<file path="src/rtl/pc_pkg.sv">
// pc_pkg
// Shared definitions for the program-counter sequencer.
//   sel_e    : next-PC source chosen each cycle
//   sp_width : width of a stack pointer able to count 0..depth
package pc_pkg;

    typedef enum logic [2:0] {
        SEL_HOLD,
        SEL_INC,
        SEL_BR,
        SEL_JMP,
        SEL_CALL,
        SEL_RET
    } sel_e;

    // The pointer must represent both "empty" (0) and "full" (depth).
    function automatic int sp_width(input int depth);
        return (depth < 1) ? 1 : $clog2(depth + 1);
    endfunction

endpackage

</file>
<file path="src/rtl/pc_sequencer_ret_stack.sv">
// ret_stack
// Return-address LIFO used by calls and returns.
// Parameters: WIDTH (entry width), DEPTH (number of entries, >= 1)
// Ports:
//   clk   in   clock, rising edge
//   rst   in   synchronous active-high reset (pointer only, contents kept)
//   push  in   write din on top (ignored when full)
//   pop   in   discard top entry (ignored when empty)
//   din   in   value to push
//   dout  out  current top entry (valid only when not empty)
//   full  out  registered, DEPTH entries held
//   empty out  registered, no entries held
module ret_stack
    import pc_pkg::*;
#(
    parameter int WIDTH = 16,
    parameter int DEPTH = 4
) (
    input  logic             clk,
    input  logic             rst,
    input  logic             push,
    input  logic             pop,
    input  logic [WIDTH-1:0] din,
    output logic [WIDTH-1:0] dout,
    output logic             full,
    output logic             empty
);

    localparam int SPW = sp_width(DEPTH);
    localparam int AW  = (DEPTH > 1) ? $clog2(DEPTH) : 1;
    localparam logic [SPW-1:0] DEPTH_SP = SPW'(DEPTH);
    localparam logic [SPW-1:0] ONE_SP   = SPW'(1);

    logic [WIDTH-1:0] mem [0:(2**AW)-1];
    logic [SPW-1:0]   sp;

    // The top entry sits one below the pointer; the value is meaningless
    // while empty, and callers only consult it when a pop is allowed.
    assign dout = mem[AW'(sp - ONE_SP)];

    // Pointer, storage and the registered full/empty flags move together so
    // the flags always describe the pointer value after the edge.
    always_ff @(posedge clk) begin
        if (rst) begin
            sp    <= '0;
            full  <= 1'b0;
            empty <= 1'b1;
        end else if (push && !full) begin
            mem[AW'(sp)] <= din;
            sp           <= sp + ONE_SP;
            empty        <= 1'b0;
            full         <= ((sp + ONE_SP) == DEPTH_SP);
        end else if (pop && !empty) begin
            sp    <= sp - ONE_SP;
            full  <= 1'b0;
            empty <= (sp == ONE_SP);
        end
    end

endmodule

</file>
<file path="src/rtl/pc_sequencer.sv">
// pc_sequencer
// Program-counter register and next-PC selection for the fetch stage:
// sequential increment, PC-relative branch, absolute jump, call and return,
// with a return-address stack and a sticky fault flag.
// Parameters: WIDTH, STEP, RESET_VECTOR, STACK_DEPTH
// Ports:
//   clk         in   clock, rising edge
//   rst         in   synchronous active-high reset
//   stall       in   hold PC, stack and fault
//   br_taken    in   PC <= PC + br_offset
//   br_offset   in   two's-complement byte offset
//   jmp         in   PC <= jmp_addr
//   call        in   push PC+STEP, PC <= jmp_addr
//   ret         in   PC <= popped stack top
//   jmp_addr    in   jump/call target
//   pc          out  current PC (registered)
//   pc_next     out  PC + STEP (combinational link value)
//   stack_full  out  stack holds STACK_DEPTH entries
//   stack_empty out  stack holds no entries
//   fault       out  sticky overflow / underflow / call+ret conflict
module pc_sequencer
    import pc_pkg::*;
#(
    parameter int               WIDTH        = 16,
    parameter int               STEP         = 2,
    parameter logic [WIDTH-1:0] RESET_VECTOR = '0,
    parameter int               STACK_DEPTH  = 4
) (
    input  logic             clk,
    input  logic             rst,
    input  logic             stall,
    input  logic             br_taken,
    input  logic [WIDTH-1:0] br_offset,
    input  logic             jmp,
    input  logic             call,
    input  logic             ret,
    input  logic [WIDTH-1:0] jmp_addr,
    output logic [WIDTH-1:0] pc,
    output logic [WIDTH-1:0] pc_next,
    output logic             stack_full,
    output logic             stack_empty,
    output logic             fault
);

    sel_e             sel;
    logic             faultSet;
    logic [WIDTH-1:0] stackTop;
    logic             push;
    logic             pop;

    assign pc_next = pc + WIDTH'(STEP);
    assign push    = (sel == SEL_CALL);
    assign pop     = (sel == SEL_RET);

    // Next-PC source in priority order. Illegal requests (conflict,
    // overflow, underflow) fall back to holding the PC and raise a fault.
    always_comb begin
        sel      = SEL_INC;
        faultSet = 1'b0;
        if (stall) begin
            sel = SEL_HOLD;
        end else if (call && ret) begin
            sel      = SEL_HOLD;
            faultSet = 1'b1;
        end else if (ret) begin
            if (stack_empty) begin
                sel      = SEL_HOLD;
                faultSet = 1'b1;
            end else begin
                sel = SEL_RET;
            end
        end else if (call) begin
            if (stack_full) begin
                sel      = SEL_HOLD;
                faultSet = 1'b1;
            end else begin
                sel = SEL_CALL;
            end
        end else if (jmp) begin
            sel = SEL_JMP;
        end else if (br_taken) begin
            sel = SEL_BR;
        end
    end

    // PC register and sticky fault; only reset clears the fault.
    always_ff @(posedge clk) begin
        if (rst) begin
            pc    <= RESET_VECTOR;
            fault <= 1'b0;
        end else begin
            fault <= fault | faultSet;
            case (sel)
                SEL_INC:  pc <= pc_next;
                SEL_BR:   pc <= pc + br_offset;
                SEL_JMP:  pc <= jmp_addr;
                SEL_CALL: pc <= jmp_addr;
                SEL_RET:  pc <= stackTop;
                default:  pc <= pc;
            endcase
        end
    end

    ret_stack #(
        .WIDTH (WIDTH),
        .DEPTH (STACK_DEPTH)
    ) u_stack (
        .clk   (clk),
        .rst   (rst),
        .push  (push),
        .pop   (pop),
        .din   (pc_next),
        .dout  (stackTop),
        .full  (stack_full),
        .empty (stack_empty)
    );

endmodule

</file>
<file path="config.mk">
export PLATFORM = sky130hd
export DESIGN_NAME = pc_sequencer
export DESIGN_NICKNAME = d
export VERILOG_FILES = /design/src/rtl/pc_pkg.sv /design/src/rtl/pc_sequencer_ret_stack.sv /design/src/rtl/pc_sequencer.sv
export SDC_FILE = /design/constraint.sdc
export NUM_CORES = 1
export LEC_CHECK = 0
export CAP_MARGIN = 20
export CORE_ASPECT_RATIO = 0.75
export CORE_MARGIN = 2
export CORE_UTILIZATION = 54
export CTS_CLUSTER_DIAMETER = 30
export DETAILED_ROUTE_END_ITERATION = 12
export PLACE_DENSITY = 0.77
export SYNTH_ARGS = -nofsm -noshare
export SYNTH_HDL_FRONTEND = slang
export SYNTH_SLANG_ARGS = --single-unit
</file>
<file path="constraint.sdc">
create_clock -name clk -period 3.51 [get_ports clk]
set_input_delay 1.053 -clock clk [delete_from_list [all_inputs] [get_ports clk]]
set_output_delay 1.053 -clock clk [all_outputs]
set_load 0.1 [all_outputs]
</file>
---- Yosys cells after proc, flatten, opt, wreduce, memory -nomap -nowiden ----
Memory sizes are Yosys's and may differ from the RTL's.
Index checks and enable logic that the tools add are counted.
storage, ports and cells
  memory bits (writable) .................. 64
  register bits ........................... 22
  memories kept ........................... 1
  latch bits .............................. 0
  bits of input ports ..................... 39
  ROM bits ................................ 0
memory list
  memory       depth  width  read ports  clocked after memory_dff  write ports  line                          RTL
  u_stack.mem  4      16     1           0                         1            pc_sequencer_ret_stack.sv:34  logic [WIDTH-1:0] mem [0:(2**AW)-1];
operators by class
  bitwise gates (word level) .............. 1
  $lt $le $gt $ge ......................... 0
  shift-type cells ........................ 0
  mux-type cells .......................... 24
  equal/unequal tests ..................... 7
  multipliers ............................. 0
  divide/modulo/power cells ............... 0
  add/subtract/negate cells ............... 4
  reduce and logical (&&, ||, !) cells .... 8
operators with widths
  kind                   count
  $pmux 16 s4            1
  $mux 3                 8
  $add 16x16->16         1
  $add 16x2->16 const B  1
  $mux 1                 13
  $eq 3x3->1 const B     3
  $eq 3x1->1 const B     2
  $eq 3x2->1 const B     2
  $mux 2                 2
  $reduce_bool 4->1      1
  $add 3x1->3 const B    1
  $logic_and 1x1->1      3
  $sub 3x1->3 const B    1
  $logic_not 1->1        2
  $reduce_bool 2->1      1
  $reduce_or 2->1        1
  $or 1x1->1             1

---- Logic depth before layout (Yosys ltp) ----
  depth in word-level cells ............... 11
  depth in mapped cells ................... 11
  gate-level depth less buffers ........... 11

---- Hierarchy ----
Synthesis repeated with hierarchy kept, for this count alone.
second synthesis, totals
  cell total of the unflattened synthesis .. 395
  area, all modules ....................... 4697.0 µm²
modules (own cells, without submodules)
  module        seq. area each (µm²)  instances  cells an instance  area an instance (µm²)
  ret_stack     2021.9                1          122                2678.8
  pc_sequencer  340.3                 1          273                2018.2

---- Worst setup path after synthesis ----
Ideal clock, no wire load.
  path kind ............................... register -> output
  from .................................... register pc[3]
  to ...................................... output pc_next[12]
  cell stages (with the launch flop) ...... 7
  path buffers ............................ 0
  arrival time ............................ 3706 ps
  required time ........................... 2457 ps
  slack ................................... -1249 ps
  path through ............................ dfxtp_1 and4_1 and2_2 nand4_4 inv_1 nand3_1 xnor2_1
between the ends
  cells in the longest elaborated chain, start to end .. 1
ends and longest elaborated chain
  item                      line                RTL
  start: declaration        pc_sequencer.sv:38  output logic [WIDTH-1:0] pc,
  start signal: assignment  pc_sequencer.sv:94  SEL_INC: pc <= pc_next;
  start signal: assignment  pc_sequencer.sv:95  SEL_BR: pc <= pc + br_offset;
  start signal: assignment  pc_sequencer.sv:96  SEL_JMP: pc <= jmp_addr;
  $add 16x2->16             pc_sequencer.sv:51  assign pc_next = pc + WIDTH'(STEP);
  end: declaration          pc_sequencer.sv:39  output logic [WIDTH-1:0] pc_next,
Every way passes these cells.

---- Worst setup path after layout ----
  from .................................... register pc[1]
  to ...................................... output pc_next[15]
Same word-level chain as after synthesis.

==> results.md <==
- The flow ran to the end, and the final reports show no timing, DRC or antenna violations.
- For the worst-skew pair, the clock arrives at the later sink with an insertion delay of 0.34 ns.
- The master cell of the clock root buffer is sky130_fd_sc_hd__clkbuf_16.
- The final wirelength is 11.7 mm.
- The max-slew violation total from the final report is 0.
- For this block, the initial DRC count from the detailed router was 378.
- The type of the tightest min-delay check is register to register.
- The period utilization is 94.6%.
- The number of CTS-inserted buffers is 9.
- In this run the vertical extent of the chip is 85.4 um.
- The most common flop cell mapped by yosys is sky130_fd_sc_hd__edfxtp_1.
- The leakage power summed over all cells is 2.27 nW.
- The max-slew headroom at the worst pin is 47.2%.
- The final routed DRC violation total is 0.
- After synthesis, the share of flip-flops with an asynchronous set or reset is 0%.
- In this run, synthesis inferred 64 flip-flops with an integrated enable.
- The floorplan has 29 rows.
- The flip-flop and latch count after synthesis is 86.
- The count of input and output buffers is 73.
- The weighted congestion reported at the end of routability-driven placement is 0.930.
- The via count of the first global-routing pass is 3381.
- The worst setup path is captured at an output pin.
- In this run the mean area of a mapped cell was 12.0 um^2.
- The number of instances resized during post-cts repair is 0.
- Power spread over the standard cell area amounts to 468 mW/mm^2.
- Once the floorplan was initialized, standard cells occupied 55.9% of the core.
- The kind of cell with the highest combined delay on the critical path is simple AND/OR/NAND/NOR gates.
- The share of synthesized area occupied by flip-flops and latches is 49.6%.
- The worst ir drop on vdd is 0.386 mV.
- Traced cell by cell, the critical path runs through ha_1 -> and2_1 -> nand4_1 -> nor2_1 -> xor2_4 -> buf_12.
- The net count reported at finish is 535.
- The achievable clock frequency is 0.301 GHz.
- The clock-pin transition on the worst setup and hold timing paths is 0.07 ns.
- The nature of the critical path startpoint is a register.
- Setup repair after global routing left no endpoint under its margin.
- The worst hold slack across all endpoints is 0.480 ns.
- Setup total negative slack on the finished layout was measured at 0 ns.
- The count of clock tree sinks is 86.
- Entering global routing, the biggest net connects 24 pins.
- In the layout the commonest cells are sky130_fd_sc_hd__edfxtp_1, sky130_fd_sc_hd__buf_4, sky130_fd_sc_hd__clkdlybuf4s50_1.
- The synthesis-to-layout area growth is 27.6%.
- The first-pass GRT wire length is 18.5 mm.
- The clock passes through at most 2 buffers.
- The kind of critical path is register to output pin.
- Along the worst path, the maximum fanout reaches 7.
- The final worst clock skew is 0.00648 ns.
- After layout, the minimum clock period comes to 3.32 ns.
- The average detailed-routed wire length per instance is 19.8 um.
- Synthesis produced a netlist whose cell count is 397.
- The library cell used most frequently in the layout, excluding fill and tap cells, is sky130_fd_sc_hd__edfxtp_1.
- The highest cell delay on the worst timing path is 0.41 ns.
- After floorplanning, the core was sized to cover 0.00853 mm^2.
- The initial antenna violation count is 0.
- The post-CTS setup buffer count is 0.
- The slew at the pin closest to its max-slew limit is 0.786 ns.
- The via density per instance is 6.13.
- The CTS H-tree depth is 3.
- Pin placement for this block handled 74 I/O pins.
- The die covers 0.00960 mm^2.
- The number of nets in the synthesized netlist is 458.
- The data arrival time of the worst path is 2.27 ns.
- The tool flagged a number of max-cap violations equal to 0.
- The total count of hold-check failures in the final report came to 0.
- The first detailed-routing pass took 4 iterations.
- Global routing consumed, over all layers together, 25.4% of the routing resources.
- The post-detailed-placement half-perimeter wirelength is 8.40 mm.
- The synthesis warning total is 0.
- The netlist uses 71 different library cells.
- The cell with the largest stage delay on the worst path is sky130_fd_sc_hd__dfxtp_2.
- After clock tree synthesis, the flow added hold-fix buffers numbering 0.
- 0 antenna diodes ended up in the layout.
- From left edge to right edge, the die measures 112 um.
- The required time reported for the critical path endpoint is 2.46 ns.
- The synthesized cell area is 0.00477 mm^2.
- Together, buffers and inverters on the worst path number 1.
- The number of routed nets with antenna violations is 0.
- The TritonCTS clock tree is done.
- Cells with a size suffix above 1 make up 25.5% of the layout.
- The aggregate global routing overflow is 0.
- Setup violations remaining at the end of the flow were counted as 0.
- The detailed router placed 3601 vias in this run.
-- sequential cells by signal, indices dropped and copies added (netlist names) --
register       cells
fault              1
u_stack.sp         3
u_stack.full       1
pc                16
u_stack.mem       64
u_stack.empty      1
-- final timing paths --
| check | start | end | slack, ns | depth (start not counted) |
|---|---|---|---|---|
| max | pc[1]$_SDFFE_PP0P_ | pc_next[15] | 0.19 | 6 |
| min | fault$_SDFF_PP0_ | fault$_SDFF_PP0_ | 0.48 | 2 |
| max reg2reg | pc[0]$_SDFFE_PP0P_ | pc[14]$_SDFFE_PP0P_ | 0.81 | 11 |
| min reg2reg | fault$_SDFF_PP0_ | fault$_SDFF_PP0_ | 0.48 | 2 |
-- per-stage QoR --
stage / std cells / total power, mW / worst slack [ns] / area, um^2 / util, %
2_1_floorplan: 397 / 1.68 / -0.0102 / 4930 / -
3_3_place_gp: 571 / 1.87 / -0.0487 / 5770 / 67.7
3_5_place_dp: 571 / 1.88 / -0.119 / 5770 / 67.7
4_1_cts: 587 / 2.86 / 0.191 / 6080 / 71.3
5_1_grt: 587 / 2.95 / 0.0332 / 6080 / 71.3
6_report: 587 / 2.85 / 0.188 / 6080 / 71.3
-- worst min-delay path: stages (launching register included) --
cell                      delay, ns
sky130_fd_sc_hd__dfxtp_1       0.33
sky130_fd_sc_hd__nor2_1        0.05
sky130_fd_sc_hd__nor2_1        0.07
-- layout make-up --
| class | instances | area [um^2] |
|---|---|---|
| Clock inverter | 7 | 86.3 |
| Fill cell | 603 | 2440 |
| Tap cell | 108 | 135 |
| Inverter | 12 | 45.0 |
| Timing Repair Buffer | 88 | 856 |
| Sequential cell | 86 | 2370 |
| Multi-Input combinational cell | 277 | 2360 |
| Clock buffer | 9 | 225 |
-- Yosys cell counts, types with 3 or more instances --
cell | count | area share, %
sky130_fd_sc_hd__a211oi_1 | 3 | 0.47
sky130_fd_sc_hd__a21oi_1 | 23 | 2.4
sky130_fd_sc_hd__a222oi_1 | 3 | 0.63
sky130_fd_sc_hd__a22oi_1 | 5 | 0.79
sky130_fd_sc_hd__a31oi_1 | 3 | 0.39
sky130_fd_sc_hd__and2_1 | 8 | 1.0
sky130_fd_sc_hd__buf_2 | 5 | 0.52
sky130_fd_sc_hd__buf_4 | 3 | 0.47
sky130_fd_sc_hd__buf_6 | 3 | 0.71
sky130_fd_sc_hd__clkbuf_1 | 9 | 0.71
sky130_fd_sc_hd__dfxtp_1 | 22 | 9.2
sky130_fd_sc_hd__edfxtp_1 | 64 | 40
sky130_fd_sc_hd__ha_1 | 21 | 5.5
sky130_fd_sc_hd__inv_1 | 12 | 0.94
sky130_fd_sc_hd__mux4_2 | 15 | 7.1
sky130_fd_sc_hd__nand2_1 | 30 | 2.4
sky130_fd_sc_hd__nand2b_1 | 3 | 0.39
sky130_fd_sc_hd__nand3_1 | 12 | 1.3
sky130_fd_sc_hd__nand4_1 | 5 | 0.66
sky130_fd_sc_hd__nor2_1 | 31 | 2.4
sky130_fd_sc_hd__nor3_1 | 3 | 0.31
sky130_fd_sc_hd__o211ai_1 | 5 | 0.79
sky130_fd_sc_hd__o21ai_0 | 18 | 1.9
sky130_fd_sc_hd__o22ai_1 | 5 | 0.66
sky130_fd_sc_hd__xnor2_1 | 20 | 3.7
sky130_fd_sc_hd__xor2_1 | 9 | 1.7
-- cells by family (layout without fill, tap and decap cells) --
logic type | Yosys count | count (layout) | share of synthesized area, %
compound gates | 98 | 98 | 15.0
xor+xnor | 29 | 29 | 5.33
fa+ha+maj | 22 | 22 | 5.93
buf+inv | 34 | 116 | 4.07
flops | 86 | 86 | 49.6
mux | 18 | 18 | 8.06
simple gates | 110 | 110 | 12.0
-- report_power, final --
group	switching [mW]	internal, mW	total (mW)
registers	0.0355	1.12	1.16
clock network	0.423	0.567	0.991
logic	0.456	0.244	0.700
-- layer usage --
metal	global-route usage (%)	part of all wire [%]
met5	0	0
met4	6.65	1.6
met3	6.43	8.7
met2	38.7	45
met1	36.8	45
(Power assumes the default switching activity.)
